## src/rtl/ram_sweep_pkg.sv

```systemverilog
// Shared types and helpers for the RAM sweep self-test.
// States WRITE_INV/READ_INV are only reachable when RAM_SWEEP_INVERT_EN is defined.
package ram_sweep_pkg;

    localparam int DEF_ADDR_WIDTH = 9;
    localparam int DEF_DATA_WIDTH = 16;
    localparam int SWEEP_MAX_W    = 64;

    typedef enum logic [2:0] {
        IDLE,
        WRITE,
        READ,
        WRITE_INV,
        READ_INV,
        DONE
    } sweep_state_e;

    // Address-derived test word; callers zero-extend the address and truncate the result.
    function automatic logic [SWEEP_MAX_W-1:0] sweep_expected(
        input logic [SWEEP_MAX_W-1:0] addr,
        input logic [SWEEP_MAX_W-1:0] pattern
    );
        return addr ^ pattern;
    endfunction

endpackage

```

## src/rtl/ram_sweep_tester_if.sv

```systemverilog
// Hack-style RAM port bundle (in, load, address, out) between the sweep tester and a RAM.
interface ram_sweep_tester_if #(
    parameter int ADDR_WIDTH = 9,
    parameter int DATA_WIDTH = 16
);
    logic [DATA_WIDTH-1:0] mem_in;
    logic                  mem_load;
    logic [ADDR_WIDTH-1:0] mem_address;
    logic [DATA_WIDTH-1:0] mem_out;

    modport master (output mem_in, output mem_load, output mem_address, input mem_out);
    modport slave  (input mem_in, input mem_load, input mem_address, output mem_out);
endinterface

```

## src/rtl/ram_sweep_addr_counter.sv

```systemverilog
// Sweep address counter; wraps naturally from all-ones to zero.
module ram_sweep_addr_counter #(
    parameter int WIDTH = 9
) (
    input  logic             clk,
    input  logic             reset,
    input  logic             clr,
    input  logic             en,
    output logic [WIDTH-1:0] count,
    output logic             last
);
    always_ff @(posedge clk) begin
        if (reset || clr)
            count <= '0;
        else if (en)
            count <= count + WIDTH'(1);
    end

    assign last = (count == '1);
endmodule

```

## src/rtl/ram_sweep_tester.sv

```systemverilog
// Built-in self-test initiator: writes an address pattern to every RAM word, reads it back.
// Define RAM_SWEEP_INVERT_EN to add a second write/read pass with the inverted pattern.
module ram_sweep_tester
    import ram_sweep_pkg::*;
#(
    parameter int                    ADDR_WIDTH = DEF_ADDR_WIDTH,
    parameter int                    DATA_WIDTH = DEF_DATA_WIDTH,
    parameter logic [DATA_WIDTH-1:0] PATTERN    = '0
) (
    input  logic                    CLK,
    input  logic                    reset,
    input  logic                    start,
    ram_sweep_tester_if.master      mem,
    output logic                    busy,
    output logic                    done,
    output logic                    pass,
    output logic [ADDR_WIDTH+1:0]   err_count,
    output logic [ADDR_WIDTH-1:0]   first_err_addr
);
    localparam int ERR_W = ADDR_WIDTH + 2;

    sweep_state_e          state_q, state_d;
    logic [ADDR_WIDTH-1:0] addr;
    logic                  addr_last;
    logic                  cnt_clr, cnt_en;
    logic                  compare, mismatch;
    logic                  first_seen;
    logic [DATA_WIDTH-1:0] exp_word, exp_cur;

    ram_sweep_addr_counter #(.WIDTH(ADDR_WIDTH)) u_addr_counter (
        .clk   (CLK),
        .reset (reset),
        .clr   (cnt_clr),
        .en    (cnt_en),
        .count (addr),
        .last  (addr_last)
    );

    assign exp_word = DATA_WIDTH'(sweep_expected(SWEEP_MAX_W'(addr), SWEEP_MAX_W'(PATTERN)));

    always_comb begin
        state_d         = state_q;
        cnt_clr         = 1'b0;
        cnt_en          = 1'b0;
        compare         = 1'b0;
        exp_cur         = exp_word;
        mem.mem_load    = 1'b0;
        mem.mem_in      = '0;
        mem.mem_address = '0;
        case (state_q)
            IDLE, DONE: begin
                if (start) begin
                    state_d = WRITE;
                    cnt_clr = 1'b1;
                end
            end
            WRITE: begin
                mem.mem_load    = 1'b1;
                mem.mem_address = addr;
                mem.mem_in      = exp_word;
                cnt_en          = 1'b1;
                if (addr_last) state_d = READ;
            end
            READ: begin
                mem.mem_address = addr;
                compare         = 1'b1;
                cnt_en          = 1'b1;
`ifdef RAM_SWEEP_INVERT_EN
                if (addr_last) state_d = WRITE_INV;
`else
                if (addr_last) state_d = DONE;
`endif
            end
`ifdef RAM_SWEEP_INVERT_EN
            WRITE_INV: begin
                mem.mem_load    = 1'b1;
                mem.mem_address = addr;
                mem.mem_in      = ~exp_word;
                cnt_en          = 1'b1;
                if (addr_last) state_d = READ_INV;
            end
            READ_INV: begin
                mem.mem_address = addr;
                exp_cur         = ~exp_word;
                compare         = 1'b1;
                cnt_en          = 1'b1;
                if (addr_last) state_d = DONE;
            end
`endif
            default: state_d = IDLE;
        endcase
    end

    assign mismatch = compare && (mem.mem_out != exp_cur);

    always_ff @(posedge CLK) begin
        if (reset) begin
            state_q        <= IDLE;
            err_count      <= '0;
            first_err_addr <= '0;
            first_seen     <= 1'b0;
        end else begin
            state_q <= state_d;
            if (cnt_clr) begin
                err_count      <= '0;
                first_err_addr <= '0;
                first_seen     <= 1'b0;
            end else if (mismatch) begin
                if (err_count != '1)
                    err_count <= err_count + ERR_W'(1);
                // Only the earliest failing address of the whole sweep is kept.
                if (!first_seen) begin
                    first_err_addr <= addr;
                    first_seen     <= 1'b1;
                end
            end
        end
    end

    assign busy = (state_q != IDLE) && (state_q != DONE);
    assign done = (state_q == DONE);
    assign pass = done && (err_count == '0);
endmodule

```

## src/flat_wrapper.sv

```systemverilog
// flat-port wrapper written by rule: the top's interface ports become plain ports
module ram_sweep_tester_flat import ram_sweep_pkg::*;
#(
    parameter int                    ADDR_WIDTH = DEF_ADDR_WIDTH,
    parameter int                    DATA_WIDTH = DEF_DATA_WIDTH,
    parameter logic [DATA_WIDTH-1:0] PATTERN    = '0
)
  (CLK, reset, start, busy, done, pass, err_count, first_err_addr, mem_mem_in, mem_mem_load, mem_mem_address, mem_mem_out);
  ram_sweep_tester_if #(.ADDR_WIDTH(ADDR_WIDTH), .DATA_WIDTH(DATA_WIDTH)) mem_i ();
  input  logic CLK;
  input  logic reset;
  input  logic start;
  output logic busy;
  output logic done;
  output logic pass;
  output logic [ADDR_WIDTH+1:0] err_count;
  output logic [ADDR_WIDTH-1:0] first_err_addr;
  output wire logic [$bits(mem_i.mem_in)-1:0] mem_mem_in;
  output wire logic [$bits(mem_i.mem_load)-1:0] mem_mem_load;
  output wire logic [$bits(mem_i.mem_address)-1:0] mem_mem_address;
  input wire logic [$bits(mem_i.mem_out)-1:0] mem_mem_out;
  assign mem_mem_in = mem_i.mem_in;
  assign mem_mem_load = mem_i.mem_load;
  assign mem_mem_address = mem_i.mem_address;
  assign mem_i.mem_out = mem_mem_out;
  ram_sweep_tester #(.ADDR_WIDTH(ADDR_WIDTH), .DATA_WIDTH(DATA_WIDTH), .PATTERN(PATTERN)) u_core (.CLK(CLK), .reset(reset), .start(start), .mem(mem_i), .busy(busy), .done(done), .pass(pass), .err_count(err_count), .first_err_addr(first_err_addr));
endmodule
```

## config.mk

```make
export PLATFORM = sky130hd
export DESIGN_NAME = ram_sweep_tester_flat
export DESIGN_NICKNAME = d
export VERILOG_FILES = /design/src/rtl/ram_sweep_pkg.sv /design/src/rtl/ram_sweep_tester_if.sv /design/src/rtl/ram_sweep_addr_counter.sv /design/src/rtl/ram_sweep_tester.sv /design/src/flat_wrapper.sv
export SDC_FILE = /design/constraint.sdc
export NUM_CORES = 1
export LEC_CHECK = 0
export ABC_AREA = 1
export CORE_MARGIN = 2
export CORE_UTILIZATION = 30
export CTS_CLUSTER_DIAMETER = 50
export DETAILED_ROUTE_END_ITERATION = 8
export GPL_TIMING_DRIVEN = 1
export PLACE_DENSITY = 0.64
export SKIP_CTS_REPAIR_TIMING = 1
export SYNTH_ARGS = -nofsm -noshare
export SYNTH_HDL_FRONTEND = slang
export SYNTH_HIERARCHICAL = 1
export SYNTH_SLANG_ARGS = --single-unit
```

## constraint.sdc

```tcl
create_clock -name CLK -period 2.23 [get_ports CLK]
set_input_delay 0.3345 -clock CLK [delete_from_list [all_inputs] [get_ports CLK]]
set_output_delay 0.3345 -clock CLK [all_outputs]
set_load 0.05 [all_outputs]
```

==> results.md, run 1 <==
- The flow ran to the end, and the final reports show no timing, DRC or antenna violations.
- The worst slack on hold paths is ~0.51 ns.
- The routed length per instance is between 10 and 15 um.
- The final max-slew violation count is 0.
- In the final routing, the length of wire on met1 measures 2430 um.
- The kind of start point of the critical path is a register.
- The final critical-path share of the clock period is roughly 90%.
- The worst flop-to-flop path startpoint is u_core/u_addr_counter/count[0]$_SDFFE_PP0P_.
- Counting I/O delays and the setup requirement, the final critical path takes just over 2 ns.
- The final count of hold timing violations is 0.
- The synthesized design contains 33 register bits.
- Along the worst hold path, the cell count comes to 2.
- For the pin with the worst max-slew slack, the measured transition is 0.551 ns.
- The highest net fanout along the worst path is 5.
- The initial antenna violation count is 0.
- The worst-case IR drop observed on VDD is around 0.37 mV.
- The leading cell type in the layout, fill and taps excluded is sky130_fd_sc_hd__nand2_1.
- The DRC violation count after routing is 0.
- Once detail routing completed, the nets flagged for antenna violations numbered 0.
- The highest metal layer with signal wires is met4.
- Once detailed placement completed, the half-perimeter wirelength came to 4370 um.
- The routed design uses approximately 2700 um of met2 wire.
- The number of setup violations in the final report is 0.
- The post-synthesis to final-layout area growth is 37.0%.
- Wires add up to ~5600 um.
- During synthesis, Yosys emitted a total of 6 warnings.
- The number of violations of the max-capacitance limit is 0.
- The kind of end point of the critical path is an output pin.
- The routability congestion estimate is a little over 0.8.
- The layout cell share with drive strength beyond 1 is roughly 16%.
- The startpoint identified for the worst hold timing path is u_core/state_q[1]$_SDFFE_PP0P_.
- The chip height is around 90 um.
- The root cell of the clock tree is sky130_fd_sc_hd__clkbuf_8.
- Counting every instance in the synthesized netlist gives between 300 and 400.
- The routed design uses approximately 410 um of met3 wire.
- The initial standard-cell utilization of the core is about a third.
- The die covers roughly 8400 sq um.
- The final clock skew is 0.00802 ns.
- The delay of the slowest critical-path stage is roughly 0.8 ns.
- The number of standard-cell rows in the floorplan is 31.
- Setup repair after global routing left no endpoint under its margin.
- The longest clock path from root to sink contains 2 buffers.
- The floorplan step set the die width to 91.7 um.
- The worst register-to-register path ends at u_core/state_q[2]$_SDFFE_PP0P_.
- TritonCTS created 5 clock buffers.
- The worst slew margin relative to its limit is 63.2%.
- The count of buffers added on input and output ports is 60.
- Summed over all instances, the cell type with the most area after synthesis is sky130_fd_sc_hd__dfxtp_1.
- Clock latency on the worst-skew pair, taken at its later pin, is roughly 0.29 ns.
- The signal on the critical path passes through nand3_2 > inv_1 > clkdlybuf4s50_1.
- The setup check on the worst reg-to-reg path leaves a slack of 0.57 ns.
- The sum of overflow across all layers after global routing is 0.
- Setup total negative slack on the finished layout was measured at 0 ns.
- The global-route usage over all layers is around 14%.
- The clock slew seen by the registers of the worst setup and hold paths is around 0.070 ns.
- The slowest stage of the critical path belongs to the cell sky130_fd_sc_hd__clkdlybuf4s50_1.
- The signal arrival time at the worst endpoint is 1.72 ns.
- In this run the mean area of a mapped cell was roughly 6.2 sq um.
- The TritonCTS clock tree is done.
- Static timing analysis puts the maximum clock frequency at 0.488 GHz.
- The worst reg2reg path depth is 8.
- At the end of the flow, the number of nets in the layout was around 450.
- The number of top-level design ports is slightly below 70.
- The number of distinct library cells after synthesis is 29.
- The filler cells instantiated in the layout total 743.
- The tightest min-delay check is of the register to register type.
- The largest net degree at the start of global routing is 32.
- The total power divided by cell area is between 700 and 800 nW/um^2.
- The setup path with the least slack is of type register to output pin.
- The worst min-delay path endpoint is u_core/state_q[1]$_SDFFE_PP0P_.
- 0 antenna diodes ended up in the layout.
- The top cell type by area accounts for 28.6% of the synthesized area.
- The overall via count from detail_route is ~2300.
- After detailed routing, the number of vias per cell comes to 4.39.
- The library cells used most frequently in the layout, excluding fill and tap cells, are 85 x sky130_fd_sc_hd__nand2_1, 72 x sky130_fd_sc_hd__inv_1, 64 x sky130_fd_sc_hd__nor2_1, 39 x sky130_fd_sc_hd__clkdlybuf4s50_1, 33 x sky130_fd_sc_hd__dfxtp_1.
- The synthesized cell area is 2310 sq um.
- After floorplanning, the core was sized to cover between 7000 and 8000 sq um.
- The clock net in this run drives a total of 33 sinks.
- The via count of the first global-routing pass was between 2000 and 2500.
- Sequential elements use between 20% and 30% of the synthesized area.
- The first global-routing pass estimated roughly 9400 um of wire.
- The number of violations reported at the end of detailed-routing iteration 0 is 66.
- For the worst setup path, the data required time is around 1.9 ns.
- After synthesis, the cell types taking the most area are sky130_fd_sc_hd__dfxtp_1 29%, sky130_fd_sc_hd__nand2_1 14%, sky130_fd_sc_hd__inv_1 12%.
- The first detailed-routing pass ran for 5 iterations.
- Summed over all cells, the static leakage comes to around 1.3 nW.
- The H-tree generated during clock tree synthesis spans 2 levels.
## metal layers
metal	GRT usage [%]	up-vias
li1	-	1226
met2	24.1	74
met1	15.8	1024
met5	0	-
met3	4.68	4
met4	3.98	0
## state kept, by name (all words and copies together), names as in the netlist
signal	cells
u_core/u_addr_counter/count	9
u_core/first_err_addr	9
u_core/err_count	11
u_core/first_seen	1
u_core/state_q	3
## worst max-delay path by stage
stage	start	end	slack, ns	cells past startpoint
floorplan	u_core/err_count[0]$_SDFFE_PP0P_	pass	0.09	4
global placement	mem_mem_out[11]	u_core/err_count[8]$_SDFFE_PP0P_	0.26	12
detailed placement	mem_mem_out[9]	u_core/err_count[4]$_SDFFE_PP0P_	0.24	12
CTS	u_core/state_q[2]$_SDFFE_PP0P_	done	0.15	3
global route	u_core/state_q[2]$_SDFFE_PP0P_	done	0.10	3
finish	u_core/state_q[0]$_SDFFE_PP0P_	done	0.18	3
## cell families after synthesis
kind of cell	synth area share, %
buf+inv	19.8
other cells	0.163
xor+xnor	2.28
flops	28.6
fa+ha+maj	2.17
compound gates	3.96
simple gates	43.0
## Yosys cell counts
library cell              count
sky130_fd_sc_hd__a21oi_1      8
sky130_fd_sc_hd__a21oi_2      2
sky130_fd_sc_hd__buf_1        1
sky130_fd_sc_hd__buf_2        3
sky130_fd_sc_hd__buf_4        9
sky130_fd_sc_hd__buf_6        5
sky130_fd_sc_hd__conb_1       1
sky130_fd_sc_hd__dfxtp_1     33
sky130_fd_sc_hd__ha_1         4
sky130_fd_sc_hd__inv_1       72
sky130_fd_sc_hd__inv_2       10
sky130_fd_sc_hd__inv_4        1
sky130_fd_sc_hd__nand2_1     85
sky130_fd_sc_hd__nand2_2      9
sky130_fd_sc_hd__nand2_4      1
sky130_fd_sc_hd__nand3_1     17
sky130_fd_sc_hd__nand3_2      4
sky130_fd_sc_hd__nand3_4      2
sky130_fd_sc_hd__nand4_1     23
sky130_fd_sc_hd__nor2_1      64
sky130_fd_sc_hd__nor2_2       1
sky130_fd_sc_hd__nor2_4       3
sky130_fd_sc_hd__nor3_1       3
sky130_fd_sc_hd__nor4_1       1
sky130_fd_sc_hd__o21ai_0      1
sky130_fd_sc_hd__o21ai_2      1
sky130_fd_sc_hd__o22ai_4      1
sky130_fd_sc_hd__xnor2_1      5
sky130_fd_sc_hd__xor2_1       1
## area by class of cell
cell class / instances / area [sq um] / share of cell area, %
Clock buffer: 7 / 86.3 / 2.73
Clock inverter: 1 / 30.0 / 0.950
Inverter: 83 / 314 / 9.93
Multi-Input combinational cell: 243 / 1220 / 38.5
Sequential cell: 33 / 661 / 20.9
Tap cell: 99 / 124 / 3.92
Timing Repair Buffer: 64 / 728 / 23.0
## per-stage QoR
stage,instances,utilization (%),setup WS [ns],total power [mW],area (sq um)
4_1_cts,530,43.1,0.153,2.38,3160
6_report,530,43.1,0.179,2.35,3160
3_3_place_gp,522,41.5,0.261,1.77,3050
5_1_grt,530,43.1,0.102,2.51,3160
2_1_floorplan,377,-,0.0881,1.55,2340
3_5_place_dp,522,41.5,0.245,1.78,3050
## critical path, delay by kind of cell (launching register included)
kind,cells,cell delay (ns)
buffers and inverters,2,0.86
flip-flops,1,0.42
AND/OR/NAND/NOR,1,0.14
## power by group
part | internal, mW | switching [mW]
clock | 0.364 | 0.227
combinational | 0.340 | 0.718
sequential | 0.646 | 0.0588
(Power assumes the default switching activity.)
==> run 2: changes to the inputs <==
- CORE_MARGIN: 2 -> 5
==> run 2 against run 1 <==
Effect of this change:
- final area increased by 1.3%
- combinational power about the same
- total power increased by 0.21%
- clock power decreased by 2%
- worst setup slack improved by 0.0016 ns
- core utilization decreased by 1.0 points
- first-iteration DRC count increased by 24%
- largest cell class unchanged
- die area increased by 14%
- sequential share of layout area decreased by 0.27 points
- maximum frequency about the same
==> results.md, run 2 (synthesized netlist as in run 1, its figures left out) <==
- Run status: finished clean (unchanged).
- The total power consumption of the routed design was 2.36 mW (was 2.35 mW).
- The global-route usage over all layers is 12.1% (was 13.7%).
- The register containing the most flip-flops in the final layout is u_core/err_count (unchanged).
- The number of iterations in the first detailed-routing pass is 4 (was 5).
- Most used cells in the layout excluding fill and tap cells: 85 x sky130_fd_sc_hd__nand2_1, 72 x sky130_fd_sc_hd__inv_1, 64 x sky130_fd_sc_hd__nor2_1, 39 x sky130_fd_sc_hd__clkdlybuf4s50_1, 33 x sky130_fd_sc_hd__dfxtp_1 (unchanged).
- The full die area is 9540 sq um (was 8410 sq um).
- The number of violations reported at the end of detailed-routing iteration 0 came to 82 (was 66).
- The flip-flop count of the largest register after layout is 11 (unchanged).
- The core region area is 7610 sq um (was 7330 sq um).
- The kind of end point of the critical path was an output pin (unchanged).
- The signal arrival time at the worst endpoint is 1.71 ns (was 1.72 ns).
- The post-synthesis to final-layout area growth was 38.8% (was 37.0%).
- The placed instance count is 525 (was 522).
- The leading cell type in the layout, fill and taps excluded is sky130_fd_sc_hd__nand2_1 (unchanged).
- The post-detailed-route count of antenna-violating nets was 0 (unchanged).
- The number of sinks handled by clock tree synthesis is 33 (unchanged).
- The overall routed net length is 5750 um (was 5570 um).
- The number of CTS-inserted buffers is 5 (unchanged).
- The count of placed standard cells in the final layout, fillers left out is 533 (was 530).
- The via-per-instance ratio was 4.34 (was 4.39).
- The clock tree buffer depth is 2 (unchanged).
- The worst slew margin relative to its limit was 62.3% (was 63.2%).
- The final max-slew violation count is 0 (unchanged).
- The kind of start point of the critical path was a register (unchanged).
- The root cell of the clock tree was sky130_fd_sc_hd__clkbuf_8 (unchanged).
- The number of top-level design ports was 68 (unchanged).
- The maximum frequency from static timing analysis was 0.488 GHz (about the same).
- The initial antenna violation count is 0 (unchanged).
- Largest registers: u_core/err_count (11), u_core/first_err_addr (9), u_core/u_addr_counter/count (9) (unchanged).
- The initial standard-cell utilization of the core came to 30.3% (was 31.5%).
- The proportion of total power due to net switching is 42.8% (was 42.6%).
- The number of violations of the max-capacitance limit is 0 (unchanged).
- The wire length of the first global-routing pass is 9770 um (was 9440 um).
- The part of the power in combinational logic is 45.4% (was 45.0%).
- The antenna diode count came to 0 (unchanged).
- The layout cell share with drive strength beyond 1 is 15.8% (unchanged).
- The number of standard-cell rows in the floorplan is 32 (was 31).
- The horizontal die dimension was 97.7 um (was 91.7 um).
- The part of the power in the clock network is 24.7% (was 25.1%).
- RSZ-0062 raised after global routing: no (unchanged).
- The sum of overflow across all layers after global routing came to 0 (unchanged).
- The overall via count from detail_route is 2315 (was 2328).
- The via count of the first global-routing pass is 2187 (was 2175).
- The type of the worst setup path is register to output pin (unchanged).
- The routability congestion estimate is 0.817 (was 0.815).
- The TritonCTS clock tree is done (unchanged).
- The number of buffers added on ports is 60 (unchanged).
- The largest net degree at the start of global routing is 32 (unchanged).
- The number of fill cells in the layout is 798 (was 743).
- The setup TNS is 0 ns (unchanged).
- The clock latency on the worst-skew pair is 0.28 ns (was 0.29 ns).
- The number of setup violations in the final report was 0 (unchanged).
- The H-tree depth is 2 (unchanged).
- The class of the tightest hold or removal check is register to register (unchanged).
- The count of nets after finishing is 453 (unchanged).
- The switching power is 1.01 mW (was 1.00 mW).
- The required time of the critical path is 1.90 ns (about the same).
- The half-perimeter wire length after detailed placement is 4570 um (was 4370 um).
- The DRC violation count after routing is 0 (unchanged).
- The cell internal power dissipation is 1.35 mW (about the same).
- The final count of hold timing violations is 0 (unchanged).
- The clock slew seen by the registers of the worst setup and hold paths is 0.07 ns (about the same).
- The chip height is 97.7 um (was 91.7 um).
- The highest net fanout along the worst path is 5 (unchanged).
- The measured slew at the worst slew-check pin is 0.565 ns (was 0.551 ns).
- The routed length per instance is 10.8 um (was 10.5 um).
- The final clock skew is 0.00926 ns (was 0.00802 ns).
- The part of the power in registers is 29.9% (about the same).
- The final critical-path share of the clock period is 91.9% (was 92.0%).
- The highest ir drop seen on vdd is 0.310 mV (was 0.372 mV).
- The clock period minus final worst setup slack is 2.05 ns (about the same).
- The total power divided by cell area was 737 nW/um^2 (was 745 nW/um^2).
- The leakage power of the design was 1.34 nW (was 1.33 nW).
==> run 2: cell counts in the layout (fill, tap and decap cells not counted) <==
Identical to the previous run, type by type.
==> run 2: power groups by stage <==
| stage | registers (mW) | logic, mW | clock network [mW] |
|---|---|---|---|
| final | 0.706 | 1.07 | 0.583 |
| after global routing | 0.716 | 1.18 | 0.624 |
| after CTS | 0.707 | 1.08 | 0.605 |
| after detailed placement | 0.720 | 1.07 | 0 |
| after global placement | 0.717 | 1.06 | 0 |
| after floorplan | 0.810 | 0.738 | 0 |
==> run 2: worst paths after layout <==
| check | from | to | slack, ns | cells past startpoint |
|---|---|---|---|---|
| hold / removal | u_core/state_q[1]$_SDFFE_PP0P_ | u_core/state_q[1]$_SDFFE_PP0P_ | 0.50 | 2 |
| setup reg to reg | u_core/u_addr_counter/count[2]$_SDFFE_PP0P_ | u_core/err_count[1]$_SDFFE_PP0P_ | 0.58 | 9 |
| setup / recovery | u_core/state_q[0]$_SDFFE_PP0P_ | done | 0.18 | 3 |
| hold reg to reg | u_core/state_q[1]$_SDFFE_PP0P_ | u_core/state_q[1]$_SDFFE_PP0P_ | 0.50 | 2 |
==> run 2: layout make-up <==
type	count	area [sq um]	area share, %
tap	102	128	3.98
clock buffer	7	86.3	2.70
sequential	33	661	20.6
clock inverter	1	30.0	0.938
inverter	83	314	9.80
timing repair buffer	64	766	23.9
multi-input combinational	243	1220	38.0
==> run 2: through the flow <==
step | setup slack, ns | hold WS [ns] | util (%) | instance area [sq um]
4_1_cts | 0.152 | 0.500 | 42.1 | 3200
2_1_floorplan | 0.0881 | 0.404 | - | 2340
3_5_place_dp | 0.265 | 0.490 | 40.6 | 3090
5_1_grt | 0.0854 | 0.543 | 42.1 | 3200
6_report | 0.181 | 0.499 | 42.1 | 3200
3_3_place_gp | 0.279 | 0.482 | 40.6 | 3090
==> run 2: per-layer routing <==
| metal | up-vias | track usage (%) | share of wire, % |
|---|---|---|---|
| met5 | - | 0 | 0 |
| met4 | 0 | 3.41 | 0.63 |
| met3 | 5 | 3.95 | 7.0 |
| met2 | 65 | 20.9 | 48 |
| met1 | 1024 | 14.2 | 45 |
| li1 | 1221 | - | - |
==> run 2: worst max-delay path, cell delays in order, from the launching register on <==
cell and delay (ns):
sky130_fd_sc_hd__dfxtp_1 0.43, sky130_fd_sc_hd__nand3_2 0.14, sky130_fd_sc_hd__inv_1 0.07, sky130_fd_sc_hd__clkdlybuf4s50_1 0.79
